## src/rtl/fp32_pkg.sv

```systemverilog
// fp32_pkg: shared fp32 field widths, integer limits and enums for the converter and adder code
package fp32_pkg;
  localparam int EXP_W = 8;
  localparam int MANT_W = 23;
  localparam int BIAS = 127;
  localparam logic [31:0] QNAN = 32'h7FC0_0000;
  localparam logic [31:0] INT32_MAX = 32'h7FFF_FFFF;
  localparam logic [31:0] INT32_MIN = 32'h8000_0000;
  localparam logic [31:0] UINT32_MAX = 32'hFFFF_FFFF;
  typedef enum logic [1:0] {IDLE, SHIFT, ROUND, DONE} state_t;
  typedef enum logic [2:0] {ZERO, SUBNORM, NORMAL, INF, NAN} fp_class_t;
endpackage

```

## src/rtl/fp32_classify.sv

```systemverilog
// fp32_classify: combinational unpack of an fp32 operand into class, sign, unbiased exponent and 24-bit significand
module fp32_classify
  import fp32_pkg::*;
(
  input  logic              [31:0] data,
  output fp_class_t                cls,
  output logic                     sign,
  output logic signed       [9:0]  e,
  output logic              [23:0] m
);
  logic [EXP_W-1:0] ex;
  logic [MANT_W-1:0] mant;
  assign {sign, ex, mant} = data;
  assign cls = &ex ? (|mant ? NAN : INF) : ex == '0 ? (|mant ? SUBNORM : ZERO) : NORMAL;
  assign e = 10'(ex) - 10'(BIAS);
  assign m = {|ex, mant};
endmodule

```

## src/rtl/fp32_to_int32_seq.sv

```systemverilog
// fp32_to_int32_seq: multi-cycle fp32 -> int32 converter (RNE, saturating); FP_CVT_UNSIGNED_EN adds a uint32 target
module fp32_to_int32_seq
  import fp32_pkg::*;
#(
  parameter int SHIFT_PER_CYCLE = 4
) (
  input  logic        clk,
  input  logic        rst,
  input  logic        in_valid,
  output logic        in_ready,
  input  logic [31:0] in_data,
`ifdef FP_CVT_UNSIGNED_EN
  input  logic        in_unsigned,
`endif
  output logic        out_valid,
  input  logic        out_ready,
  output logic [31:0] out_data,
  output logic        invalid,
  output logic        inexact
);
  localparam logic [5:0] SPC = 6'(SHIFT_PER_CYCLE);
  state_t state, nxt;
  fp_class_t c_cls;
  logic c_sign, u_in, sp, left, left_r, sgn, uns, g, s, rup, x;
  logic signed [9:0] c_e;
  logic [23:0] c_m;
  logic [5:0] cnt, rem, n;
  logic [4:0] gi;
  logic [31:0] val, lo;
  logic [32:0] mag;
  logic [33:0] sp_r, res_r;
  fp32_classify u_cls (.data(in_data), .cls(c_cls), .sign(c_sign), .e(c_e), .m(c_m));
`ifdef FP_CVT_UNSIGNED_EN
  assign u_in = in_unsigned;
`else
  assign u_in = 1'b0;
`endif
  assign in_ready = state == IDLE;
  assign out_valid = state == DONE;
  // Operands that cannot reach the shifter resolve at accept
  always_comb begin
    sp = 1'b1;
    sp_r = '0;
    if (c_cls == NAN) sp_r = {u_in ? UINT32_MAX : INT32_MAX, 2'b10};
    else if (c_cls == INF) sp_r = {u_in ? (c_sign ? 32'd0 : UINT32_MAX) : (c_sign ? INT32_MIN : INT32_MAX), 2'b10};
    else if (c_cls == SUBNORM) sp_r = {32'd0, 2'b01};
    else if (c_cls == NORMAL) begin
      if (u_in && c_sign && c_e >= 10'sd0) sp_r = {32'd0, 2'b10};
      else if (u_in && !c_sign && c_e >= 10'sd32) sp_r = {UINT32_MAX, 2'b10};
      else if (!u_in && !c_sign && c_e >= 10'sd31) sp_r = {INT32_MAX, 2'b10};
      else if (!u_in && c_sign && (c_e > 10'sd31 || (c_e == 10'sd31 && |c_m[22:0]))) sp_r = {INT32_MIN, 2'b10};
      else sp = 1'b0;
    end
  end
  assign left = c_e >= 10'sd23;
  assign cnt = 6'(left ? c_e - 10'sd23 : (c_e < -10'sd3 ? 10'sd26 : 10'sd23 - c_e));
  assign n = rem < SPC ? rem : SPC;
  assign gi = 5'(n - 6'd1);
  assign lo = 32'((33'd1 << gi) - 33'd1);
  assign rup = g & (s | val[0]);
  assign mag = {1'b0, val} + {32'd0, rup};
  assign x = g | s;
  assign res_r = uns ? (sgn ? (mag != '0 ? {32'd0, 2'b10} : {32'd0, 1'b0, x})
                            : (mag > {1'b0, UINT32_MAX} ? {UINT32_MAX, 2'b10} : {mag[31:0], 1'b0, x}))
                     : (sgn ? (mag > {1'b0, INT32_MIN} ? {INT32_MIN, 2'b10} : {-mag[31:0], 1'b0, x})
                            : (mag > {1'b0, INT32_MAX} ? {INT32_MAX, 2'b10} : {mag[31:0], 1'b0, x}));
  always_comb
    nxt = state == IDLE ? (in_valid ? (sp ? DONE : cnt == '0 ? ROUND : SHIFT) : IDLE)
        : state == SHIFT ? (rem <= SPC ? ROUND : SHIFT)
        : state == ROUND ? DONE
        : (out_ready ? IDLE : DONE);
  always_ff @(posedge clk)
    if (rst) begin
      state <= IDLE;
      {out_data, invalid, inexact} <= '0;
      val <= '0;
      {g, s, sgn, uns, left_r} <= '0;
      rem <= '0;
    end else begin
      state <= nxt;
      if (in_valid && in_ready) begin
        {out_data, invalid, inexact} <= sp_r;
        val <= 32'(c_m);
        {g, s} <= 2'b00;
        sgn <= c_sign;
        uns <= u_in;
        left_r <= left;
        rem <= cnt;
      end else if (state == SHIFT) begin
        val <= left_r ? val << n : val >> n;
        g <= left_r ? g : val[gi];
        s <= left_r ? s : s | g | (|(val & lo));
        rem <= rem - n;
      end else if (state == ROUND) {out_data, invalid, inexact} <= res_r;
    end
endmodule

```

## config.mk

```make
export PLATFORM = sky130hd
export DESIGN_NAME = fp32_to_int32_seq
export DESIGN_NICKNAME = d
export VERILOG_FILES = /design/src/rtl/fp32_pkg.sv /design/src/rtl/fp32_classify.sv /design/src/rtl/fp32_to_int32_seq.sv
export SDC_FILE = /design/constraint.sdc
export NUM_CORES = 1
export LEC_CHECK = 0
export CORE_ASPECT_RATIO = 0.5
export CORE_MARGIN = 2
export CORE_UTILIZATION = 45
export DETAILED_ROUTE_END_ITERATION = 6
export PLACE_DENSITY = 0.64
export SETUP_SLACK_MARGIN = 0.5
export SYNTH_ARGS = -nofsm -noshare
export SYNTH_HDL_FRONTEND = slang
export SYNTH_SLANG_ARGS = --single-unit
```

## constraint.sdc

```tcl
create_clock -name clk -period 5.4 [get_ports clk]
set_input_delay 0.81 -clock clk [delete_from_list [all_inputs] [get_ports clk]]
set_output_delay 0.81 -clock clk [all_outputs]
set_load 0.05 [all_outputs]
```

======== Word level (Yosys, flattened, before mapping) ========
Cells that the tools add are included.
Widths: inputs -> output; s select.
storage, ports and cells
  output and inout bits ................... 36
  register bits after elaboration ......... 78
cells by class
  equality and inequality tests ........... 9
  add/sub/neg operators ................... 8
  reduce and logical (&&, ||, !) cells .... 18
  magnitude comparators ................... 9
  shifts and indexed selects .............. 3
  muxes and demuxes ....................... 47
  bitwise gates (word level) .............. 6
operators with widths
  operator               count
  $mux 34                9
  $mux 32                5
  $mux 24                2
  $add 32x1->33          1
  $gt 33x31->1 const B   1
  $gt 33x32->1 const B   1
  $and 32x32->32         1
  $neg 32->32            1
  $reduce_or 32->1       1
  $shl 1x5->32 const A   1
  $shl 32x6->32          1
  $shr 32x6->32          1
  $sub 32x1->32 const B  1
  $mux 6                 5
  $reduce_or 23->1       1
  $ge 9x6->1 const B     2
  $mux 2                 8
  $mux 1                 14
  $eq 9x6->1 const B     1
  $gt 9x6->1 const B     1
  $lt 9x3->1 const B     1
  $mux 3                 3
  $sub 8x7->9 const B    1
  $logic_not 8->1        1
  27 further kinds       36

======== Logic depth before layout (Yosys ltp) ========
Gate-level depths: netlist of run 1.
  depth in word-level cells ............... 14
  gate-level depth with buffers ........... 15

======== By module ========
Synthesis of run 1 repeated with hierarchy kept, for this count alone.
second synthesis, totals
  cell total of the unflattened synthesis .. 1245
  area, all modules ....................... 8869.8 um^2
modules (own cells, without submodules)
  module             cells an instance  area each (um^2)  sequential area each (um^2)  instances
  fp32_to_int32_seq  1183               8448.1            1561.5                       1
  fp32_classify      62                 421.7             0.0                          1

======== Worst setup path before layout of run 1 ========
OpenSTA, ideal clock, no wires.
  path kind ............................... register -> register
  from .................................... register val[0]
  to ...................................... register out_data[25]
  setup slack ............................. 1.594 ns
  cell stages (with the launch flop) ...... 15
  data required time ...................... 5.257 ns
  path buffers ............................ 2
  arrival time ............................ 3.663 ns
  setup time .............................. 0.143 ns
  cell sequence ........................... dfxtp_1 > o21a_1 > ha_1 > ha_1 > nand3_1 > or4_1 > clkbuf_1 > or4_1 > and2_1 > nand4bb_1 > or4_4 > o21a_4 > a21boi_2 > buf_6 > a211oi_1
on the way
  longest elaborated chain between the ends .. 9
  elaborated cells between the ends (all ways) .. 12
  those cells by class .................... add/sub: 2; order compare: 2; mux: 6; bitwise: 2
ends and longest elaborated chain
  what                                       RTL line                                          text
  start: declaration                         fp32_to_int32_seq.sv:29                           logic [31:0] val, lo;
  start signal: assignment                   fp32_to_int32_seq.sv:83                           val <= 32'(c_m);
  start signal: assignment                   fp32_to_int32_seq.sv:90                           val <= left_r ? val << n : val >> n;
  $or 1x1->1                                 fp32_to_int32_seq.sv:60                           assign rup = g & (s | val[0]);
  $and 1x1->1                                fp32_to_int32_seq.sv:60
  $add 32x1->33 *                            fp32_to_int32_seq.sv:61                           assign mag = {1'b0, val} + {32'd0, rup};
  $neg 32->32, or another cell as far along  fp32_to_int32_seq.sv:65                           : (sgn ? (mag > {1'b0, INT32_MIN} ? {INT32_MIN, 2'b10} : {-mag[31:0], 1'b0, x})
  $mux 34 (on tied branches)                 fp32_to_int32_seq.sv:65, fp32_to_int32_seq.sv:66
  $mux 34 *                                  fp32_to_int32_seq.sv:65
  $mux 32 *                                  fp32_to_int32_seq.sv:94                           end else if (state == ROUND) {out_data, invalid, inexact} <= res_r;
  $mux 32 *                                  fp32_to_int32_seq.sv:89                           end else if (state == SHIFT) begin
  $mux 32 *                                  fp32_to_int32_seq.sv:81                           if (in_valid && in_ready) begin
  end signal: assignment                     fp32_to_int32_seq.sv:82                           {out_data, invalid, inexact} <= sp_r;
  end signal: assignment                     fp32_to_int32_seq.sv:94
  end: declaration                           fp32_to_int32_seq.sv:17                           output logic [31:0] out_data,
Every way passes the cells marked *; elsewhere a longest branch is shown, timed or not. The select of a mux whose other input is x is not followed.
A chain may end at the register's enable or synchronous reset.

======== Worst setup path in the final report of run 1 ========
  from .................................... register val[0]
  to ...................................... register out_data[13]
Same word-level chain as after synthesis.

==> flow_summary.toml, run 1 <==
[clock_network]
cts_setup_buffers = 0
cts_buffers = 9
cts_root_buf = "clkbuf_16"
cts.sinks = 78
worstSkewPairLatency_ns = 0.36
cts_hold_buffers = 0
clk_pin_slew_ns = 0.06
htree_levels = 3
cts_tree = "built"
clk_path_buf_depth = 2

[pwr]
p_sw_share_pct = 53.0
powerDensity_mw_per_mm2 = 507
p_sw_mw = 2.58
power_frac_seq_pct = 21.6
leakagePower_nw = 3.31
p_int_mw = 2.28
peakVddDrop_v = 0.000193
clkPwrFrac_pct = 14.3
combPwrFrac_pct = 64.0

[worst_setup_path]
cp_max_fo = 13
start_kind = "flip-flop"
arrival_ns = 4.78
end_kind = "flip-flop"
cp.required_ns = 5.66
path_class = "reg2reg"

[timing]
hold_viol = 0
rsz0062_at_grt = "no"
slew_headroom_pct = 31.4
worst_slew_pin_slew_ns = 1.03
finalCritPeriodShare_pct = 83.7
skew_ns = 0.0107
period_minus_slack_ns = 4.52
max_freq_mhz = 221
fin_setup_tns_ns = 0
finalSetupViolCount = 0
slew_viol_final = 0

[route]
vias = 9905
drc = 0
routed_wl_mm = 31.8
ant_nets = 0
wire_per_inst_um = 21.6
viasPerCell = 6.74
drt_first_pass_iters = 7
drtIter0Drc = 1388

[die]
die-area_mm2 = 0.0199
boundaryPins = 72
die_w_um = 198
start_util_pct = 45.8
num_rows = 35
core_mm2 = 0.0184
die_y_um = 101

[final_layout]
antennaDiodeCount = 0
fill_cells = 1838
drive_above_1_share_pct = 8.78
layout_commonest_cell = "nor2_1"
fin_util_pct = 52.0
fin_area_mm2 = 0.00957
final_cell_mix = "nor2_1, nand2_1, a21oi_1, nor3_1, dfxtp_1"
syn_to_final_growth_pct = 13.5
final_net_count = 1275

[synth]
avgSynthCellArea_um2 = 6.85
ys_ff_latch = 78
syn-num-nets = 1281
synth_edf_count = 0
postSynthCellCount = 1231
synthArstFlopShare_pct = 0
syn-cell-area_mm2 = 0.00843
yosys_warnings = 0
synth.distinct_cells = 80
ys.flop_type = "dfxtp_1"
ys_seq_area_share_pct = 18.5

[run_status]
outcome = "finished, final reports clean"

[worst_hold_path]
hp-class = "reg2reg"

[place]
gp_congestion = 0.956
post-dp-hpwl_mm = 22.9
postPlaceCellArea_mm2 = 0.00923
port_buffers = 71

[global_routing]
antenna_found_initial = 1
grt_max_degree = 65
grt.overflow.total = 0
grt_pass1_vias = 8834
grt_first_pass_wirelength_mm = 50.2
grt_use_total_pct = 32.2

[job]
max-cap-violations = 0
==> worst max-delay path, stage by stage (launching register included) <==
cell	delay, ns
dfxtp_1	0.46
o21a_1	0.17
ha_1	0.29
ha_2	0.38
nand3_1	0.20
nor4_4	0.28
buf_4	0.22
xnor2_1	0.27
o211ai_1	0.41
nor4_2	0.46
a41oi_2	0.38
buf_4	0.32
o32a_1	0.35
a211oi_1	0.23
==> registers in the layout, summed over array words and instances (netlist names) <==
name      cells
g             1
sgn           1
out_data     32
left_r        1
inexact       1
s             1
val          32
state         2
rem           6
invalid       1
==> routing by layer <==
layer / GRT usage, % / up-vias / share of wire, %
li1: - / 4594 / -
met1: 48.0 / 4615 / 45
met2: 45.8 / 642 / 40
met3: 6.69 / 54 / 13
met4: 10.1 / 0 / 2.1
met5: 0 / - / 0
==> cells by family (layout without fill, tap and decap cells) <==
kind of cell / Yosys count / after routing / synth area share (%)
xor+xnor: 51 / 51 / 5.30
simple gates: 551 / 551 / 32.4
flops: 78 / 78 / 18.5
mux: 43 / 43 / 6.57
other cells: 1 / 1 / 0.0445
buf+inv: 140 / 139 / 6.69
fa+ha+maj: 14 / 14 / 2.08
compound gates: 353 / 353 / 28.4
==> power groups by stage <==
| stage | logic [mW] | clock network, mW | registers [mW] |
|---|---|---|---|
| floorplan | 2.09 | 0 | 1.10 |
| global placement | 2.99 | 0 | 1.04 |
| detailed placement | 3.01 | 0 | 1.05 |
| CTS | 3.02 | 0.704 | 1.04 |
| global route | 3.36 | 0.728 | 1.08 |
| finish | 3.11 | 0.696 | 1.05 |
==> final timing paths <==
| kind | start | end | slack, ns | cells past startpoint |
|---|---|---|---|---|
| worst max register to register | val[0] | out_data[13] | 0.88 | 13 |
| worst max-delay path | val[0] | out_data[13] | 0.88 | 13 |
| worst min-delay path | out_data[10] | out_data[10] | 0.50 | 2 |
| worst min register to register | out_data[10] | out_data[10] | 0.50 | 2 |
==> cell usage after synthesis, types with 8 or more instances <==
cell | n | area share [%]
a211oi_1 | 29 | 2.6
a21oi_1 | 87 | 5.2
a221oi_1 | 8 | 0.83
a22oi_1 | 8 | 0.71
a311oi_1 | 13 | 1.4
a31oi_1 | 17 | 1.3
and3_1 | 11 | 0.82
buf_1 | 18 | 0.80
buf_2 | 10 | 0.59
clkbuf_1 | 89 | 4.0
dfxtp_1 | 78 | 19
ha_1 | 14 | 2.1
inv_1 | 17 | 0.76
mux2_2 | 9 | 1.2
mux2i_1 | 25 | 3.0
mux4_2 | 9 | 2.4
nand2_1 | 92 | 4.1
nand2b_1 | 9 | 0.67
nand3_1 | 39 | 2.3
nand4_1 | 31 | 2.3
nor2_1 | 189 | 8.4
nor2b_1 | 9 | 0.67
nor3_1 | 77 | 4.6
nor4_1 | 28 | 2.1
o211ai_1 | 14 | 1.2
o21ai_0 | 55 | 3.3
o21bai_1 | 9 | 0.80
o22ai_1 | 22 | 1.6
o31ai_1 | 15 | 1.3
or4_1 | 16 | 1.4
xnor2_1 | 33 | 3.4
xor2_1 | 18 | 1.9
==> final cells by class <==
type / instances / area, um2 / area share, %
multi-input combinational: 1013 / 6340 / 66.3
sequential: 78 / 1560 / 16.3
timing repair buffer: 105 / 961 / 10.0
tap: 240 / 300 / 3.14
clock buffer: 13 / 270 / 2.82
inverter: 18 / 67.6 / 0.706
clock inverter: 3 / 65.1 / 0.680
==> what timing repair did <==
action,in CTS,in global routing
endpoints found under the hold margin,0,0
endpoints found under the setup margin,0,18
resized for setup,0,2
==> per-stage QoR <==
stage | hold WS [ns] | total power [mW] | worst slack [ns] | instances
3_5_place_dp | 0.494 | 4.05 | 0.787 | 1454
2_1_floorplan | 0.467 | 3.19 | 1.59 | 1231
5_1_grt | 0.526 | 5.16 | 0.501 | 1470
4_1_cts | 0.502 | 4.76 | 0.756 | 1470
3_3_place_gp | 0.482 | 4.03 | 0.881 | 1454
6_report | 0.499 | 4.86 | 0.881 | 1470
Power figures use the tool's default switching activity.
==> run 2, diff against run 1 <==
Settings changed: PLACE_DENSITY 0.64 to 0.66.
Clock period 5.4 ns to 3.71 ns, I/O delays scaled along.
==> flow_summary.toml, run 2 (same netlist as run 1, synthesis figures left out) <==
[timing]
period_minus_slack_ns = 3.56
worst_slew_pin_slew_ns = 1.14
finalSetupViolCount = 0
slew_viol_final = 0
slew_headroom_pct = 23.8
worst_slack_ns = 0.153
max_freq_mhz = 281
skew_ns = 0.00992
hold_viol = 0
finalCritPeriodShare_pct = 95.9
rsz0062_at_grt = "yes"

[place]
place_ws_ns = -0.220
port_buffers = 71
gp_congestion = 1.00
postPlaceCellArea_mm2 = 0.00999
dpl.cell_count = 1542
post-dp-hpwl_mm = 25.6

[die]
boundaryPins = 72
die_y_um = 101
num_rows = 35
start_util_pct = 45.8
die-area_mm2 = 0.0199
core_mm2 = 0.0184
die_w_um = 198

[route]
vias = 10400
drc = 0
ant_nets = 0
routed_wl_mm = 35.0
wire_per_inst_um = 22.0
viasPerCell = 6.55
drtIter0Drc = 1186
drt_first_pass_iters = 6

[final_layout]
layout_commonest_cell = "nor2_1"
seq_area_mm2 = 0.00157
multi_input_area_mm2 = 0.00685
fill_cells = 1742
syn_to_final_growth_pct = 32.1
fin_util_pct = 60.5
drive_above_1_share_pct = 22.0
final_net_count = 1398
fin_area_mm2 = 0.0111
final_cell_mix = "nor2_1, buf_4, nand2_1, a21oi_1, nor3_1"
stdcell_count = 1592
antennaDiodeCount = 0

[pwr]
powerDensity_mw_per_mm2 = 709
leakagePower_nw = 4.13
peakVddDrop_v = 0.000301

[worst_setup_path]
path_class = "reg2reg"
cpPeakStageDelay_ns = 0.54
start_kind = "flip-flop"
cp.required_ns = 3.91
rrSetupSlack_ns = 0.15
r2r_cells = 14
crit_chain = "o21a_1 -> ha_4 -> ha_4 -> nand3_4 -> or4_4 -> or4_4 -> and2_4 -> nand4bb_1 -> or4_4 -> o21a_4 -> a21boi_4 -> buf_4 -> buf_16 -> a311oi_1"
cp_top_family = "simple AND/OR/NAND/NOR gates"
cp_max_fo = 5
cp.depth = 14
end_kind = "flip-flop"
reg2reg_to = "out_data[12]"
crit_top_cell = "or4_4"
arrival_ns = 3.75
path_buf_inv = 2
crit_slowest_cell = "or4_4"
r2r-start = "g"

[run_status]
outcome = "finished, final reports clean"

[job]
max-cap-violations = 0

[clock_network]
htree_levels = 3
cts_buffers = 9
clk_path_buf_depth = 2
cts_hold_buffers = 0
cts_tree = "built"
worstSkewPairLatency_ns = 0.35
cts_root_buf = "clkbuf_16"
clk_pin_slew_ns = 0.07
cts.sinks = 78

[worst_hold_path]
whs_endpoint = "out_data[25]"
hold_depth = 2
hp-class = "reg2reg"
min-delay-start = "out_data[25]"

[global_routing]
antenna_found_initial = 0
grt_pass1_vias = 9286
grt_use_total_pct = 34.8
grt_first_pass_wirelength_mm = 53.9
grt_max_degree = 63
grt.overflow.total = 0
[run 2: cell types whose count changed in the layout (fill, tap and decap cells not counted), moves of 6 or more]
cell	change
a211oi_2	+6
a211oi_1	-6
buf_4	+107
or4_4	+8
buf_6	+9
a21oi_1	-6
or4_1	-8
xnor2_2	+6
xnor2_1	-6
[run 2: power by group]
part | switching (mW) | internal, mW | total [mW]
registers | 0.350 | 1.09 | 1.44
clock network | 0.390 | 0.624 | 1.01
logic | 3.34 | 2.10 | 5.44
total | 4.08 | 3.81 | 7.89
[run 2: area by class of cell]
class,count,share of cell area [%]
Clock buffer,12,2.30
Clock inverter,3,0.607
Inverter,18,0.607
Multi-Input combinational cell,1013,61.6
Sequential cell,78,14.1
Tap cell,240,2.70
Timing Repair Buffer,228,18.1
[run 2: stage by stage]
step                      TNS (ns)  hold WS, ns  power [mW]
after floorplan                  0        0.467        4.69
after CTS                        0        0.503        7.59
after global routing             0        0.540        8.33
final                            0        0.500        7.89
after detailed placement    -0.389        0.483        6.37
after global placement      -0.326        0.487        6.33
[run 2: tightest hold or removal path, cell delays in order, from the launching register on]
cell	delay, ns
dfxtp_1	0.31
nor2_1	0.09
a211oi_1	0.05
[run 2: worst max path at each step]
stage                 from      endpoint  slack [ns]
3_3_place_gp   in_data[24]      state[1]       -0.17
4_1_cts             val[0]  out_data[26]        0.16
2_1_floorplan       val[0]  out_data[25]        0.17
6_report                 g  out_data[12]        0.15
5_1_grt                  g  out_data[14]        0.01
3_5_place_dp   in_data[24]      state[1]       -0.22
[run 2: per-layer routing]
| layer | vias to the layer above | track usage, % | routed length (um) |
|---|---|---|---|
| met5 | - | 0 | 0 |
| met4 | 0 | 8.85 | 755 |
| met3 | 64 | 7.80 | 4120 |
| met2 | 616 | 50.2 | 14100 |
| met1 | 4913 | 51.8 | 16000 |
| li1 | 4835 | - | - |
[run 2: timing repair]
item	4_1_cts	5_1_grt
setup endpoints to repair	36	37
pin swaps	33	41
gates resized for setup	66	42
cloned	2	1
buffers inserted	21	11
==> run 3, diff against run 2 <==
Settings changed: CORE_UTILIZATION 45 to 54, PLACE_DENSITY 0.66 to 0.77.
==> flow_summary.toml, run 3 (same netlist as run 1, synthesis figures left out) <==
[worst_setup_path]
reg2reg_to = "out_data[20]"
rrSetupSlack_ns = 0.08
path_buf_inv = 2
arrival_ns = 3.85
r2r_cells = 14
crit_chain = "o21a_1 -> ha_4 -> ha_4 -> nand3_4 -> or4_4 -> or4_4 -> and2_4 -> nand4bb_1 -> or4_4 -> o21a_4 -> a21boi_4 -> buf_12 -> clkbuf_16 -> o2bb2ai_1"
cp.required_ns = 3.93
r2r-start = "s"
cp_top_family = "simple AND/OR/NAND/NOR gates"
path_class = "reg2reg"
crit_top_cell = "or4_4"
end_kind = "flip-flop"
crit_slowest_cell = "or4_4"
start_kind = "flip-flop"
crit_start = "s"
cp_max_fo = 5
cpPeakStageDelay_ns = 0.58

[final_layout]
drive_above_1_share_pct = 21.5
fin_util_pct = 71.3
stdcell_count = 1548
syn_to_final_growth_pct = 29.6
fill_cells = 1314
final_cell_mix = "nor2_1, buf_4, nand2_1, a21oi_1, nor3_1"
final_net_count = 1390
layout_commonest_cell = "nor2_1"
antennaDiodeCount = 0

[die]
die_w_um = 181
start_util_pct = 55.0
die-area_mm2 = 0.0167
core_mm2 = 0.0153
boundaryPins = 72
num_rows = 32
die_y_um = 92.4

[timing]
hold-worst-slack_ns = 0.504
max_freq_mhz = 275
finalCritPeriodShare_pct = 98.0
skew_ns = 0.0128
period_minus_slack_ns = 3.63
fin_setup_tns_ns = 0
rsz0062_at_grt = "yes"
worst_slew_pin_slew_ns = 1.18
slew_headroom_pct = 20.7
hold_viol = 0
slew_viol_final = 0
finalSetupViolCount = 0

[route]
drt_first_pass_iters = 5
ant_nets = 0
drtIter0Drc = 1430
drc = 0
viasPerCell = 6.84
vias = 10600
routed_wl_mm = 34.2
wire_per_inst_um = 22.1

[worst_hold_path]
hp-class = "reg2reg"
min-delay-start = "out_data[14]"
whs_endpoint = "out_data[14]"
hold_depth = 2

[clock_network]
worstSkewPairLatency_ns = 0.34
htree_levels = 3
cts.sinks = 78
cts_buffers = 9
clk_pin_slew_ns = 0.06
cts_tree = "built"
clk_path_buf_depth = 2
cts_root_buf = "clkbuf_16"

[place]
gp_congestion = 0.997
post-dp-hpwl_mm = 24.8
port_buffers = 71
dpl.cell_count = 1502

[global_routing]
grt_use_total_pct = 40.3
grt_max_degree = 63
grt.overflow.total = 0
antenna_found_initial = 0
grt_first_pass_wirelength_mm = 53.9
grt_pass1_vias = 9576

[pwr]
leakagePower_nw = 4.01
peakVddDrop_v = 0.00105
powerDensity_mw_per_mm2 = 709

[run_status]
outcome = "finished, final reports clean"

[job]
max-cap-violations = 0
run 3: timing repair:
action	4_1_cts	5_1_grt
cloned	2	1
pin swaps	26	33
setup buffers	16	12
endpoints found under the setup margin	36	36
hold buffers	0	0
gates resized for setup	43	48
run 3: worst max path at each step:
stage / end / slack, ns / depth (start not counted)
floorplan: out_data[25] / 0.17 / 14
global placement: state[1] / 0.03 / 13
detailed placement: state[1] / -0.06 / 13
CTS: out_data[7] / 0.13 / 14
global route: out_data[20] / -0.01 / 14
finish: out_data[20] / 0.08 / 14
run 3: final cells by class:
| class | count | area (um2) | share of cell area [%] |
|---|---|---|---|
| Clock buffer | 10 | 250 | 2.29 |
| Clock inverter | 5 | 57.6 | 0.527 |
| Inverter | 18 | 67.6 | 0.618 |
| Multi-Input combinational cell | 1013 | 6780 | 62.1 |
| Sequential cell | 78 | 1570 | 14.4 |
| Tap cell | 204 | 255 | 2.34 |
| Timing Repair Buffer | 220 | 1940 | 17.8 |
run 3: where the power goes:
group          leakage, nW  switching [mW]  internal, mW  total [mW]
logic                 3.23            3.28          2.05        5.33
clock network        0.142           0.379         0.558       0.937
registers            0.646           0.388          1.09        1.48
run 3: worst reg2reg max path: stages (launching register included):
cell and delay (ns):
dfxtp_2 0.33, o21a_1 0.18, ha_4 0.18, ha_4 0.16, nand3_4 0.09, or4_4 0.58
or4_4 0.43, and2_4 0.18, nand4bb_1 0.16, or4_4 0.50, o21a_4 0.15, a21boi_4 0.19
buf_12 0.15, clkbuf_16 0.14, o2bb2ai_1 0.09
run 3: routing by layer:
layer	share of wire [%]	vias up	global-route usage, %
met3	14	88	10.9
met4	2.9	0	12.0
li1	-	4813	-
met1	43	4971	58.9
met2	40	709	57.2
met5	0	-	0
run 3: through the flow:
step | area, um2 | power (mW) | setup WS [ns]
finish | 10900 | 7.75 | 0.0758
global route | 10900 | 8.16 | -0.0119
CTS | 10600 | 7.39 | 0.127
floorplan | 8530 | 4.69 | 0.169
global placement | 9910 | 6.21 | 0.0286
detailed placement | 9910 | 6.28 | -0.0648
==> variant 1: new RTL, config.mk and constraints of run 1 <==
The option `FP_CVT_UNSIGNED_EN` is turned on by a define.
--- a/src/rtl/fp32_to_int32_seq.sv
+++ b/src/rtl/fp32_to_int32_seq.sv
@@ -1,4 +1,6 @@
 // fp32_to_int32_seq: multi-cycle fp32 -> int32 converter (RNE, saturating); FP_CVT_UNSIGNED_EN adds a uint32 target
+`define FP_CVT_UNSIGNED_EN
+
 module fp32_to_int32_seq
   import fp32_pkg::*;
 #(
Interface: changed (added in_unsigned); port bits go from 72 to 73. No check against the original RTL was run, so the function may have changed too.
==> variant 1 against run 1 <==
Power is 25% lower. Worst setup slack worse by 0.16 ns. Cell area is 0.44% lower. Clock skew hardly changed. Area after synthesis is 0.21% lower. Sequential cell count is 1 higher. Routed wire length is 1.5% lower. Critical path type unchanged.
==> variant 1: results (changes against run 1) <==
Status
* finished, final reports clean — status

Synthesis
* 6.78 um2 — average cell area after synthesis, -1.0%
* 0.188 — sequential area share after synthesis, +0.00277
* sky130_fd_sc_hd__dfxtp_1 19%, sky130_fd_sc_hd__nor2_1 7.0%, sky130_fd_sc_hd__nor3_1 5.4% — biggest area contributors in the synthesized netlist

Routing
* 9801 — vias, -1.0%
* 1129 — iteration-0 DRC count of the detailed router, -19%
* 6 — length of the first detailed-routing pass in iterations, -1
* 6.62 — via density per instance, -1.7%

Hold path
* rem[5]$_SDFFE_PP0P_ — Min-Delay Startpoint
* rem[5]$_SDFFE_PP0P_ — WHS Endpoint

STA
* 4.68 ns — shortest clock period the worst path allows after layout, +0.162 ns
* 0.0107 ns — setup skew after layout, +0.0000575 ns

Global route
* 8884 — vias in the first global route, +0.57%
* 49.6 mm — wire length of the first global-routing pass, -1.3%
* 56 — maximum number of pins on one net before global-route repair, -14%

Worst setup path
* 4.97 ns — WP data arrival, +0.19 ns
* out_data[29]$_SDFFE_PP0P_ — critical register-to-register path endpoint
* 14 — CP max FO, +1

Pwr
* 3.27 nW — total leakage power, -1.2%
* 0.219 mV — peak supply drop, +13%

Finish
* 0.0734 — fraction of final layout cells with drive strength greater than 1, -0.0144

Placement
* 9160 um2 — placed cell areas, -0.75%
* 0.754 ns — pre-CTS setup slack, -0.0336 ns
* 1463 — placed cells, +0.62%
* 0.964 — routability congestion estimate, +0.92%

variant 1: metal layers:
layer | global-route usage | up-vias | wire (um)
met5 | 0 | - | 0
met4 | 0.107 | 0 | 771
met3 | 0.0693 | 65 | 3280
met2 | 0.450 | 535 | 12800
met1 | 0.463 | 4574 | 14500
li1 | - | 4627 | -
variant 1: worst max path at each step:
stage,end,start,cells past startpoint
2_1_floorplan,invalid$_SDFFE_PP0P_,val[0]$_SDFFE_PP0P_,16
3_3_place_gp,out_data[26]$_SDFFE_PP0P_,val[0]$_SDFFE_PP0P_,12
3_5_place_dp,out_data[26]$_SDFFE_PP0P_,val[0]$_SDFFE_PP0P_,12
4_1_cts,out_data[26]$_SDFFE_PP0P_,val[0]$_SDFFE_PP0P_,12
5_1_grt,out_data[25]$_SDFFE_PP0P_,val[0]$_SDFFE_PP0P_,13
6_report,out_data[29]$_SDFFE_PP0P_,val[0]$_SDFFE_PP0P_,13
variant 1: cell families (layout without fill, tap and decap cells):
group / Yosys count / count (layout) / share of synthesized area
AND/OR/NAND/NOR: 549 / 549 / 0.323
AO/OA/AOI/OAI: 370 / 370 / 0.291
buffers and inverters: 147 / 146 / 0.0760
flip-flops: 79 / 79 / 0.188
XOR/XNOR: 45 / 45 / 0.0468
multiplexers: 31 / 31 / 0.0468
adder cells (fa/ha/maj): 19 / 19 / 0.0277
other: 1 / 1 / 0.000446
variant 1: area by class of cell:
| cell class | count | area, um2 | share of cell area |
|---|---|---|---|
| flip-flops and latches | 79 | 1580 | 0.166 |
| repair buffers | 105 | 981 | 0.103 |
| multi-input cells | 1015 | 6230 | 0.653 |
| inverters | 25 | 93.8 | 0.00985 |
| well taps | 240 | 300 | 0.0315 |
| clock buffers | 10 | 229 | 0.0240 |
| clock inverters | 6 | 115 | 0.0121 |
variant 1: repair_timing:
| item | 4_1_cts | 5_1_grt |
|---|---|---|
| gates resized for setup | 0 | 2 |
| hold endpoints to repair | 0 | 0 |
| setup endpoints to repair | 0 | 18 |
| buffers inserted | 0 | 1 |
variant 1: through the flow:
stage / power (mW) / utilization / hold WS, ns
2_1_floorplan: 2.29 / - / 0.468
3_3_place_gp: 2.83 / 0.499 / 0.501
3_5_place_dp: 2.84 / 0.499 / 0.504
4_1_cts: 3.59 / 0.518 / 0.512
5_1_grt: 3.86 / 0.519 / 0.542
6_report: 3.64 / 0.519 / 0.512
variant 1: report_power, final:
part	internal [mW]	switching, mW	total [mW]
Sequential	0.691	0.211	0.902
Clock	0.456	0.284	0.740
Combinational	0.701	1.30	2.00
==> variant 2: new RTL, config.mk and constraints of run 1 <==
Without the edit above. The 4 states of `state_t` get a Gray code encoding in 2 bits.
--- a/src/rtl/fp32_pkg.sv
+++ b/src/rtl/fp32_pkg.sv
@@ -7,7 +7,7 @@
   localparam logic [31:0] INT32_MAX = 32'h7FFF_FFFF;
   localparam logic [31:0] INT32_MIN = 32'h8000_0000;
   localparam logic [31:0] UINT32_MAX = 32'hFFFF_FFFF;
-  typedef enum logic [1:0] {IDLE, SHIFT, ROUND, DONE} state_t;
+  typedef enum logic [1:0] {IDLE = 2'b00, SHIFT = 2'b01, ROUND = 2'b11, DONE = 2'b10} state_t;
   typedef enum logic [2:0] {ZERO, SUBNORM, NORMAL, INF, NAN} fp_class_t;
 endpackage
 
Check against the original RTL: no difference found for any inputs over 4 cycles, from zero or initial values and one cycle with rst high; so few cycles prove little.
==> variant 2 against run 1 <==
Sequential cell count unchanged. Routed wire length down 7.1%. Global-route usage down 2.0 points. Utilization up 0.47 points. Count of clock-buffer cells in the layout down 3. Cell area down 3.6%. Hold slack worse by 0.0030 ns. Area after synthesis down 3.0%. Sequential share of layout area up 0.60 points. Worst setup slack better by 0.18 ns.
Power is not compared: it rests on default switching activity, and its combinational part moved more than twofold at a synthesized area within 25%.
==> variant 2: results (changes against run 1) <==
Routing
* 12.3 mm — length of routed met2 wiring, -4.5%
* 2.58 mm — detailed-routed wire length on met3, -37%
* 5 — length of the first detailed-routing pass in iterations, -2
* 14.0 mm — wl on met1, -1.0%

Placement
* 0.948 — routability congestion estimate, -0.78%
* 1401 — placed cells, -3.6%
* 8860 um2 — placed cell areas, -3.9%
* 21.0 mm — DP HPWL, -8.3%

Status
* finished, final reports clean — status

Finish
* 978 — multi-input gate count, -3.5%
* 0.0966 — fraction of area in non-clock buffers, -0.00384
* 78 — count of flip-flops and latches, unchanged
* 22 — Inverters, +4
* 1716 — number of inserted filler cells in the final layout, -6.6%
* 0.169 — sequential fraction of total cell area, +0.00598
* 0.0750 — fraction of final layout cells with drive strength greater than 1, -0.0128
* 94 — number of buffers outside the clock class in the layout, -10%
* 10 — clock buffer count in the final layout, -3

Synthesis
* sky130_fd_sc_hd__dfxtp_1 19%, sky130_fd_sc_hd__nor2_1 8.7%, sky130_fd_sc_hd__nand2_1 4.6% — biggest area contributors in the synthesized netlist
* 6.88 um2 — average cell area after synthesis, +0.41%
* 0.0581 — multiplexer fraction of the synthesized cell area, -0.00760
* 1239 — nets in the synthesized netlist, -3.3%
* 0.0214 — fraction of the mapped netlist area in adder cells, +0.000645

Worst setup path
* simple AND/OR/NAND/NOR gates — cell family contributing the most delay on the critical path
* 4.57 ns — WP data arrival, -0.21 ns

Global route
* 0.301 — Tot GR Track Use, -0.0204
* 8390 — vias in the first global route, -5.0%
* 0 — initial antenna violation count, -1

variant 2: path summary, 6_finish.rpt:
| check | endpoint | slack, ns | cells after the start |
|---|---|---|---|
| setup / recovery | invalid$_SDFFE_PP0P_ | 1.07 | 13 |
| hold / removal | out_data[29]$_SDFFE_PP0P_ | 0.50 | 2 |
| setup reg to reg | invalid$_SDFFE_PP0P_ | 1.07 | 13 |
| hold reg to reg | out_data[29]$_SDFFE_PP0P_ | 0.50 | 2 |
variant 2: worst reg2reg max path: cells and delay by family, from the launching register on:
kind                       cells  cell delay (ns)
DFF                            1             0.45
adders and majority gates      2             0.59
buffers and inverters          1             0.18
and+or+nand+nor                5             1.60
AOI/OAI and AO/OA              5             1.40
variant 2: timing repair:
| action | CTS | global route |
|---|---|---|
| hold buffers | 0 | 0 |
| setup buffers | 0 | 5 |
| setup endpoints to repair | 0 | 1 |
variant 2: routing by layer:
layer,vias up,global-route usage
li1,4457,-
met1,4415,0.442
met2,466,0.453
met3,49,0.0526
met4,0,0.0822
met5,-,0
